File: src/rtl/dp_ctrl_pkg.sv
// ---------------------------------------------------------------------------
// dp_ctrl_pkg
//   Shared definitions for the Lab 5 datapath controller:
//     - controller state encoding
//     - decoded instruction class
//     - opcode / op field values
//     - ALUop encodings
//     - IR field bit positions
//   No ports (package).
// ---------------------------------------------------------------------------
package dp_ctrl_pkg;

    // Controller states
    typedef enum logic [2:0] {
        S_WAIT      = 3'd0,
        S_DECODE    = 3'd1,
        S_WRITE_IMM = 3'd2,
        S_GET_A     = 3'd3,
        S_GET_B     = 3'd4,
        S_EXEC      = 3'd5,
        S_WRITE_REG = 3'd6
    } state_t;

    // Decoded instruction class; each class has its own state sequence
    typedef enum logic [2:0] {
        CLS_NOP     = 3'd0,  // undefined opcode/op
        CLS_MOV_IMM = 3'd1,  // MOV Rn,#imm8
        CLS_MOV_REG = 3'd2,  // MOV Rd,Rm{,sh}
        CLS_ALU_AB  = 3'd3,  // ADD / AND: both operands, write-back
        CLS_CMP     = 3'd4,  // CMP: both operands, status only
        CLS_MVN     = 3'd5   // MVN: B operand only, write-back
    } instr_cls_t;

    // opcode field values
    localparam logic [2:0] OPC_MOV = 3'b110;
    localparam logic [2:0] OPC_ALU = 3'b101;

    // op field values
    localparam logic [1:0] OP_MOV_REG = 2'b00;
    localparam logic [1:0] OP_MOV_IMM = 2'b10;
    localparam logic [1:0] OP_ADD     = 2'b00;
    localparam logic [1:0] OP_CMP     = 2'b01;
    localparam logic [1:0] OP_AND     = 2'b10;
    localparam logic [1:0] OP_MVN     = 2'b11;

    // ALUop encodings
    localparam logic [1:0] ALU_ADD  = 2'b00;
    localparam logic [1:0] ALU_SUB  = 2'b01;
    localparam logic [1:0] ALU_AND  = 2'b10;
    localparam logic [1:0] ALU_NOTB = 2'b11;

    // IR field bit positions
    localparam int unsigned IR_OPC_HI = 15;
    localparam int unsigned IR_OPC_LO = 13;
    localparam int unsigned IR_OP_HI  = 12;
    localparam int unsigned IR_OP_LO  = 11;
    localparam int unsigned IR_RN_HI  = 10;
    localparam int unsigned IR_RN_LO  = 8;
    localparam int unsigned IR_RD_HI  = 7;
    localparam int unsigned IR_RD_LO  = 5;
    localparam int unsigned IR_SH_HI  = 4;
    localparam int unsigned IR_SH_LO  = 3;
    localparam int unsigned IR_RM_HI  = 2;
    localparam int unsigned IR_RM_LO  = 0;
    localparam int unsigned IR_IMM_HI = 7;
    localparam int unsigned IR_IMM_LO = 0;

endpackage

File: src/rtl/dp_ctrl_fsm_instr_dec.sv
// ---------------------------------------------------------------------------
// instr_dec
//   Combinational decode of the latched 16-bit instruction register.
//   Splits IR into register/shift/op fields, sign-extends imm8 to DATA_W
//   and classifies the instruction (CLS_NOP when undefined).
// Parameters
//   DATA_W  datapath width (>= 9), width of sximm8
// Ports
//   ir      in   16      instruction register
//   op      out  2       op field
//   rn      out  3       Rn field
//   rd      out  3       Rd field
//   sh      out  2       shift field
//   rm      out  3       Rm field
//   sximm8  out  DATA_W  sign-extended imm8
//   cls     out  class   decoded instruction class
//   legal   out  1       1 = defined opcode/op combination
// ---------------------------------------------------------------------------
module instr_dec
    import dp_ctrl_pkg::*;
#(
    parameter int unsigned DATA_W = 16
) (
    input  logic [15:0]       ir,
    output logic [1:0]        op,
    output logic [2:0]        rn,
    output logic [2:0]        rd,
    output logic [1:0]        sh,
    output logic [2:0]        rm,
    output logic [DATA_W-1:0] sximm8,
    output instr_cls_t        cls,
    output logic              legal
);

    logic [2:0] opcode;
    logic [7:0] imm8;

    always_comb begin
        opcode = ir[IR_OPC_HI:IR_OPC_LO];
        op     = ir[IR_OP_HI:IR_OP_LO];
        rn     = ir[IR_RN_HI:IR_RN_LO];
        rd     = ir[IR_RD_HI:IR_RD_LO];
        sh     = ir[IR_SH_HI:IR_SH_LO];
        rm     = ir[IR_RM_HI:IR_RM_LO];
        imm8   = ir[IR_IMM_HI:IR_IMM_LO];
        sximm8 = {{(DATA_W-8){imm8[7]}}, imm8};
    end

    always_comb begin
        cls = CLS_NOP;
        if (opcode == OPC_MOV) begin
            case (op)
                OP_MOV_IMM: cls = CLS_MOV_IMM;
                OP_MOV_REG: cls = CLS_MOV_REG;
                default:    cls = CLS_NOP;
            endcase
        end else if (opcode == OPC_ALU) begin
            case (op)
                OP_ADD:  cls = CLS_ALU_AB;
                OP_AND:  cls = CLS_ALU_AB;
                OP_CMP:  cls = CLS_CMP;
                default: cls = CLS_MVN;
            endcase
        end
        legal = (cls != CLS_NOP);
    end

endmodule

File: src/rtl/dp_ctrl_fsm.sv
// ---------------------------------------------------------------------------
// dp_ctrl_fsm
//   Controller for the Lab 5 datapath. Latches an instruction on a start
//   handshake (s while idle) and sequences regfile read, A/B load,
//   ALU/shift, C/status load and write-back. Supports MOV imm, MOV reg,
//   ADD, CMP, AND, MVN. Undefined instructions retire as NOPs.
//   Outputs are Moore (state and IR only), registered in the FSM block.
//   Datapath load/write enables are additionally gated by ~reset so that a
//   reset cycle never changes datapath state.
// Configuration
//   DP_CTRL_ILLEGAL_EN  adds sticky 'illegal' output, set on decode of an
//                       undefined instruction, cleared only by reset.
// Parameters
//   DATA_W  datapath word width
// Ports
//   clk, reset              clock, synchronous active-high reset
//   s, in                   start request and instruction
//   w                       1 = idle, ready to accept
//   readnum, writenum       regfile read/write selects
//   write, vsel             regfile write enable, 1 = write sximm8
//   loada, loadb            A/B register load enables
//   asel, bsel              1 = ALU A forced to 0; bsel tied 0
//   shift, ALUop            shifter op, ALU op
//   loadc, loads            C / status register load enables
//   datapath_in             sign-extended IR[7:0]
//   illegal (optional)      sticky undefined-instruction flag
// ---------------------------------------------------------------------------
module dp_ctrl_fsm
    import dp_ctrl_pkg::*;
#(
    parameter int unsigned DATA_W = 16
) (
    input  logic              clk,
    input  logic              reset,
    input  logic              s,
    input  logic [15:0]       in,
    output logic              w,
    output logic [2:0]        readnum,
    output logic [2:0]        writenum,
    output logic              write,
    output logic              vsel,
    output logic              loada,
    output logic              loadb,
    output logic              asel,
    output logic              bsel,
    output logic [1:0]        shift,
    output logic [1:0]        ALUop,
    output logic              loadc,
    output logic              loads,
    output logic [DATA_W-1:0] datapath_in
`ifdef DP_CTRL_ILLEGAL_EN
    ,
    output logic              illegal
`endif
);

    state_t      state;
    logic [15:0] ir;

    // Decoded IR fields
    logic [1:0]  op;
    logic [2:0]  rn;
    logic [2:0]  rd;
    logic [1:0]  sh;
    logic [2:0]  rm;
    instr_cls_t  cls;
    logic        legal;

    // Registered output values
    logic        w_q;
    logic [2:0]  readnum_q;
    logic [2:0]  writenum_q;
    logic        write_q;
    logic        vsel_q;
    logic        loada_q;
    logic        loadb_q;
    logic        asel_q;
    logic [1:0]  shift_q;
    logic [1:0]  aluop_q;
    logic        loadc_q;
    logic        loads_q;

    instr_dec #(
        .DATA_W (DATA_W)
    ) u_instr_dec (
        .ir     (ir),
        .op     (op),
        .rn     (rn),
        .rd     (rd),
        .sh     (sh),
        .rm     (rm),
        .sximm8 (datapath_in),
        .cls    (cls),
        .legal  (legal)
    );

    // Each transition loads the output registers with the values belonging
    // to the state being entered, so outputs stay a function of state/IR.
    always_ff @(posedge clk) begin
        if (reset) begin
            state      <= S_WAIT;
            ir         <= '0;
            w_q        <= 1'b1;
            readnum_q  <= '0;
            writenum_q <= '0;
            write_q    <= 1'b0;
            vsel_q     <= 1'b0;
            loada_q    <= 1'b0;
            loadb_q    <= 1'b0;
            asel_q     <= 1'b0;
            shift_q    <= '0;
            aluop_q    <= '0;
            loadc_q    <= 1'b0;
            loads_q    <= 1'b0;
`ifdef DP_CTRL_ILLEGAL_EN
            illegal    <= 1'b0;
`endif
        end else begin
            w_q        <= 1'b0;
            readnum_q  <= '0;
            writenum_q <= '0;
            write_q    <= 1'b0;
            vsel_q     <= 1'b0;
            loada_q    <= 1'b0;
            loadb_q    <= 1'b0;
            asel_q     <= 1'b0;
            shift_q    <= '0;
            aluop_q    <= '0;
            loadc_q    <= 1'b0;
            loads_q    <= 1'b0;

            case (state)
                S_WAIT: begin
                    if (s) begin
                        ir    <= in;
                        state <= S_DECODE;
                    end else begin
                        w_q   <= 1'b1;
                    end
                end

                S_DECODE: begin
                    if (!legal) begin
                        state <= S_WAIT;
                        w_q   <= 1'b1;
`ifdef DP_CTRL_ILLEGAL_EN
                        illegal <= 1'b1;
`endif
                    end else begin
                        case (cls)
                            CLS_MOV_IMM: begin
                                state      <= S_WRITE_IMM;
                                writenum_q <= rn;
                                vsel_q     <= 1'b1;
                                write_q    <= 1'b1;
                            end
                            CLS_ALU_AB, CLS_CMP: begin
                                state     <= S_GET_A;
                                readnum_q <= rn;
                                loada_q   <= 1'b1;
                            end
                            default: begin
                                // MOV reg / MVN: no A operand needed
                                state     <= S_GET_B;
                                readnum_q <= rm;
                                loadb_q   <= 1'b1;
                            end
                        endcase
                    end
                end

                S_GET_A: begin
                    state     <= S_GET_B;
                    readnum_q <= rm;
                    loadb_q   <= 1'b1;
                end

                S_GET_B: begin
                    state   <= S_EXEC;
                    shift_q <= sh;
                    // MOV reg reuses the adder with A forced to 0
                    aluop_q <= (cls == CLS_MOV_REG) ? ALU_ADD : op;
                    asel_q  <= (cls == CLS_MOV_REG) || (cls == CLS_MVN);
                    loadc_q <= (cls != CLS_CMP);
                    loads_q <= (cls == CLS_CMP);
                end

                S_EXEC: begin
                    if (cls == CLS_CMP) begin
                        state <= S_WAIT;
                        w_q   <= 1'b1;
                    end else begin
                        state      <= S_WRITE_REG;
                        writenum_q <= rd;
                        write_q    <= 1'b1;
                    end
                end

                S_WRITE_IMM, S_WRITE_REG: begin
                    state <= S_WAIT;
                    w_q   <= 1'b1;
                end

                default: begin
                    state <= S_WAIT;
                    w_q   <= 1'b1;
                end
            endcase
        end
    end

    always_comb begin
        w        = w_q;
        readnum  = readnum_q;
        writenum = writenum_q;
        vsel     = vsel_q;
        asel     = asel_q;
        bsel     = 1'b0;
        shift    = shift_q;
        ALUop    = aluop_q;
        // Enables are masked in the reset cycle itself, before the
        // registers above have returned to their reset values.
        write    = write_q & ~reset;
        loada    = loada_q & ~reset;
        loadb    = loadb_q & ~reset;
        loadc    = loadc_q & ~reset;
        loads    = loads_q & ~reset;
    end

endmodule

File: config.mk
export PLATFORM = sky130hd
export DESIGN_NAME = dp_ctrl_fsm
export DESIGN_NICKNAME = d
export VERILOG_FILES = /design/src/rtl/dp_ctrl_pkg.sv /design/src/rtl/dp_ctrl_fsm_instr_dec.sv /design/src/rtl/dp_ctrl_fsm.sv
export SDC_FILE = /design/constraint.sdc
export NUM_CORES = 1
export LEC_CHECK = 0
export ABC_AREA = 1
export CAP_MARGIN = 20
export CELL_PAD_IN_SITES_DETAIL_PLACEMENT = 0
export CELL_PAD_IN_SITES_GLOBAL_PLACEMENT = 1
export CORE_UTILIZATION = 29
export DETAILED_ROUTE_END_ITERATION = 6
export PLACE_DENSITY_LB_ADDON = 0.1
export SYNTH_ARGS = -nofsm -noshare
export SYNTH_HDL_FRONTEND = slang
export SYNTH_SLANG_ARGS = --single-unit
File: constraint.sdc
create_clock -name clk -period 1 [get_ports clk]
set_input_delay 0.25 -clock clk [delete_from_list [all_inputs] [get_ports clk]]
set_output_delay 0.25 -clock clk [all_outputs]
set_load 0.01 [all_outputs]
==> flow_results.org <==
** GRT
- Via count of the first global-routing pass :: 1,409
- The first global-routing pass estimated 6.89 mm of wire.
- The number of antenna violations at the first check in global routing came to 0.
- After global routing the overflow that remains totals 0.
- Overall routing resource usage :: 0.152
- Largest net degree at the start of global routing :: 24

** Layout
- The finished cells cover approximately 2700 sq um.
- Measured on the finished design, the core utilization comes to 0.529.
- The area growth from synthesis to layout is 72.5%.
- Fraction of layout cells with a size suffix above 1 :: 0.670
- Highest-count cells in the layout ignoring fill and taps :: 29 x sky130_fd_sc_hd__buf_6, 24 x sky130_fd_sc_hd__buf_4, 21 x sky130_fd_sc_hd__dfxtp_2
- For this run, the post-layout net count is a little under 300.
- Leading cell type in the layout, fill and taps excluded :: sky130_fd_sc_hd__buf_6
- The repair_antennas step left the layout with diodes totalling 0.

** Synth
- After synthesis, the cell types taking the most area are sky130_fd_sc_hd__dfxtp_1 47%, sky130_fd_sc_hd__buf_4 9.5%, sky130_fd_sc_hd__a21oi_1 7.6%.
- In this run the mean area of a mapped cell was ~8.1 sq um.
- The share of the Yosys chip area taken by registers is 0.467.
- Count of cell types in the netlist :: 26
- Share of synthesized flip-flops with an asynchronous set or reset :: 0
- Warning count from the yosys run :: 0
- Main synth FF type :: sky130_fd_sc_hd__dfxtp_1
- Syn nets :: roughly 220
- Combined area of all synthesized cells :: between 1500 and 2000 sq um
- Summed over all instances, the cell type with the most area after synthesis is sky130_fd_sc_hd__dfxtp_1.
- Cell count after synthesis :: between 150 and 200
- In this run, synthesis inferred 0 flip-flops with an integrated enable.
- In this run, synthesis produced a sequential element count of 37.
- Proportion of netlist area held by the largest area contributor :: 0.467

** Worst setup path
- Category of the worst setup path capture point :: register
- At the worst endpoint, the arrival time is 1420 ps.
- Worst setup path category :: reg -> reg
- The worst setup path is launched from a register.
- Required time of the critical path :: approximately 1200 ps
- Along the worst path, the maximum fanout reaches 4.

** STA
- The number of endpoints with negative hold slack in the final report is 0.
- The final-report max-slew violation count was 0.
- The smallest clock period supported by the final layout is computed as 1200 ps.
- Unrepaired setup endpoints after global routing :: yes
- Count of endpoints failing setup in the final report :: 46
- On the final layout, the worst clock skew is about 7.3 ps.
- After layout, the worst setup slack is -198 ps.
- Dividing the final minimum period by the clock period gives 1.20.
- Highest clock frequency the design can meet :: between 800 and 900 MHz

** Placement
- Number of I/O port buffers :: 52
- Detailed placement ended at an HPWL of 3.13 mm.
- After detailed placement, the total cell area comes to between 2000 and 2500 sq um.
- Routability-driven placement finished with a final weighted congestion of approximately 0.77.
- OpenSTA, run right after detailed placement, puts the worst setup slack at -738 ps.

** Status
- The run finished, with violations left.
- The final reports fail on negative setup slack.

** Power
- For this design the total switching power over the nets is roughly 0.9 mW.
- The worst-case IR drop observed on VDD is about 0.57 mV.
- Proportion of power drawn by combinational gates :: 0.214
- Sequential share of power :: 0.473
- In this run the power density over the cells is 1230 nW/um^2.
- The share of total power dissipated in the clock network is 0.313.
- Switching Share :: 0.269
- The internal portion of the total power is around 2.5 mW.
- In this run the static leakage power is between 1 and 1.5 nW.

** Routing
- Routed length per instance :: ~13 um
- Before antenna repair, the detailed router went through 6 iterations.
- Total Routed Length :: about 4.3 mm
- The detail route stage leaves a number of antenna-violating nets equal to 0.
- For this block, the via count after detailed routing is about 1,500.
- For this block, the initial DRC count from the detailed router was 40.
- In the routed layout, each cell is associated on average with a via count of 4.46.
- Post-route DRC violation count :: 0

** Die
- Starting Density :: 0.306
- Vert. Die Dim :: about 76 um
- Die outline width :: approximately 76 um
- I/O pin count :: 54
- Placeable Area :: slightly above 5000 sq um
- # rows :: 26
- Total die area :: approximately 5800 sq um

** Clock tree
- Later-pin clock latency in the skew report :: 280 ps
- Clock tree from TritonCTS :: yes
- The H-tree generated during clock tree synthesis spans 2 levels.
- For this design, the sink count on the clock tree is 37.
- The clock passes through at most 2 buffers.
- The tree is rooted in a sky130_fd_sc_hd__clkbuf_8.
- Clock transition at the register clock pins on the worst setup and hold paths after CTS :: about 70 ps
- The number of clock buffers added by TritonCTS is 5.

** Job
- The tool flagged a number of max-cap violations equal to 0.

** Min path
- Class of the most critical hold timing path :: reg -> reg
-- cells in the mapped netlist, drive strengths merged (3+ instances only) --
master	number
clkbuf	3
nand3	21
nor3	3
dfxtp	37
nor2	24
nand2	30
o21ai	8
a21oi	27
buf	21
inv	17
-- metal layers --
layer | track usage | routed length (um) | vias up
met1 | 0.188 | 1970 | 703
li1 | - | - | 765
met4 | 0.0519 | 51 | 0
met3 | 0.0422 | 210 | 7
met2 | 0.254 | 2100 | 40
met5 | 0 | 0 | -
-- logic make-up (layout without fill, tap and decap cells) --
| group | count (synthesis) | in the layout | share of synthesized area |
|---|---|---|---|
| other cells | 1 | 1 | 0.00237 |
| compound gates | 36 | 36 | 0.125 |
| simple gates | 81 | 81 | 0.260 |
| flops | 37 | 37 | 0.467 |
| buf+inv | 41 | 115 | 0.145 |
-- per-stage QoR --
step | instances | TNS, ps | power [mW] | hold slack [ps]
after floorplan | 196 | -602 | 1.91 | 407
after global placement | 324 | -24580 | 2.15 | 457
after detailed placement | 324 | -25950 | 2.16 | 460
after CTS | 335 | -4990 | 3.23 | 465
after global routing | 340 | -8140 | 3.52 | 471
final | 340 | -5520 | 3.35 | 459
-- layout make-up --
cell class / count / area (sq um)
Clock buffer: 7 / 86.3
Timing Repair Buffer: 91 / 836
Inverter: 17 / 68.8
Multi-Input combinational cell: 118 / 873
Sequential cell: 37 / 782
Tap cell: 70 / 87.6
Fill cell: 482 / 2440
-- repair_timing --
action,4_1_cts,5_1_grt
hold buffers,0,0
pin swaps,6,15
cloned,0,1
buffers inserted,4,4
setup endpoints to repair,71,65
resized for setup,185,82
-- registers in the layout, indices dropped and copies added, names as in the netlist, 2 cells and up --
signal and flops:
ALUop 2, shift 2, state 3, writenum 3, ir 16, readnum 3
-- power by group through the flow --
stage | clock network (mW) | registers (mW) | logic (mW)
2_1_floorplan | 0 | 1.61 | 0.298
3_3_place_gp | 0 | 1.61 | 0.548
3_5_place_dp | 0 | 1.61 | 0.553
6_report | 1.05 | 1.59 | 0.718
5_1_grt | 1.16 | 1.59 | 0.766
4_1_cts | 1.07 | 1.58 | 0.573
-- path summary, 6_finish.rpt --
kind	start	endpoint	slack, ps	cells after the start
setup / recovery	ir[13]	asel	-200	6
setup reg to reg	ir[13]	asel	-200	6
hold / removal	state[1]	state[0]	460	1
hold reg to reg	state[1]	state[0]	460	1
-- worst max-delay path, cell delays in order, from the launching register on --
cell	delay, ps
sky130_fd_sc_hd__dfxtp_4	380
sky130_fd_sc_hd__nand2_4	50
sky130_fd_sc_hd__nor2_4	190
sky130_fd_sc_hd__nand3_2	140
sky130_fd_sc_hd__buf_4	150
sky130_fd_sc_hd__buf_4	120
sky130_fd_sc_hd__a21oi_2	100
Power figures use the tool's default switching activity.
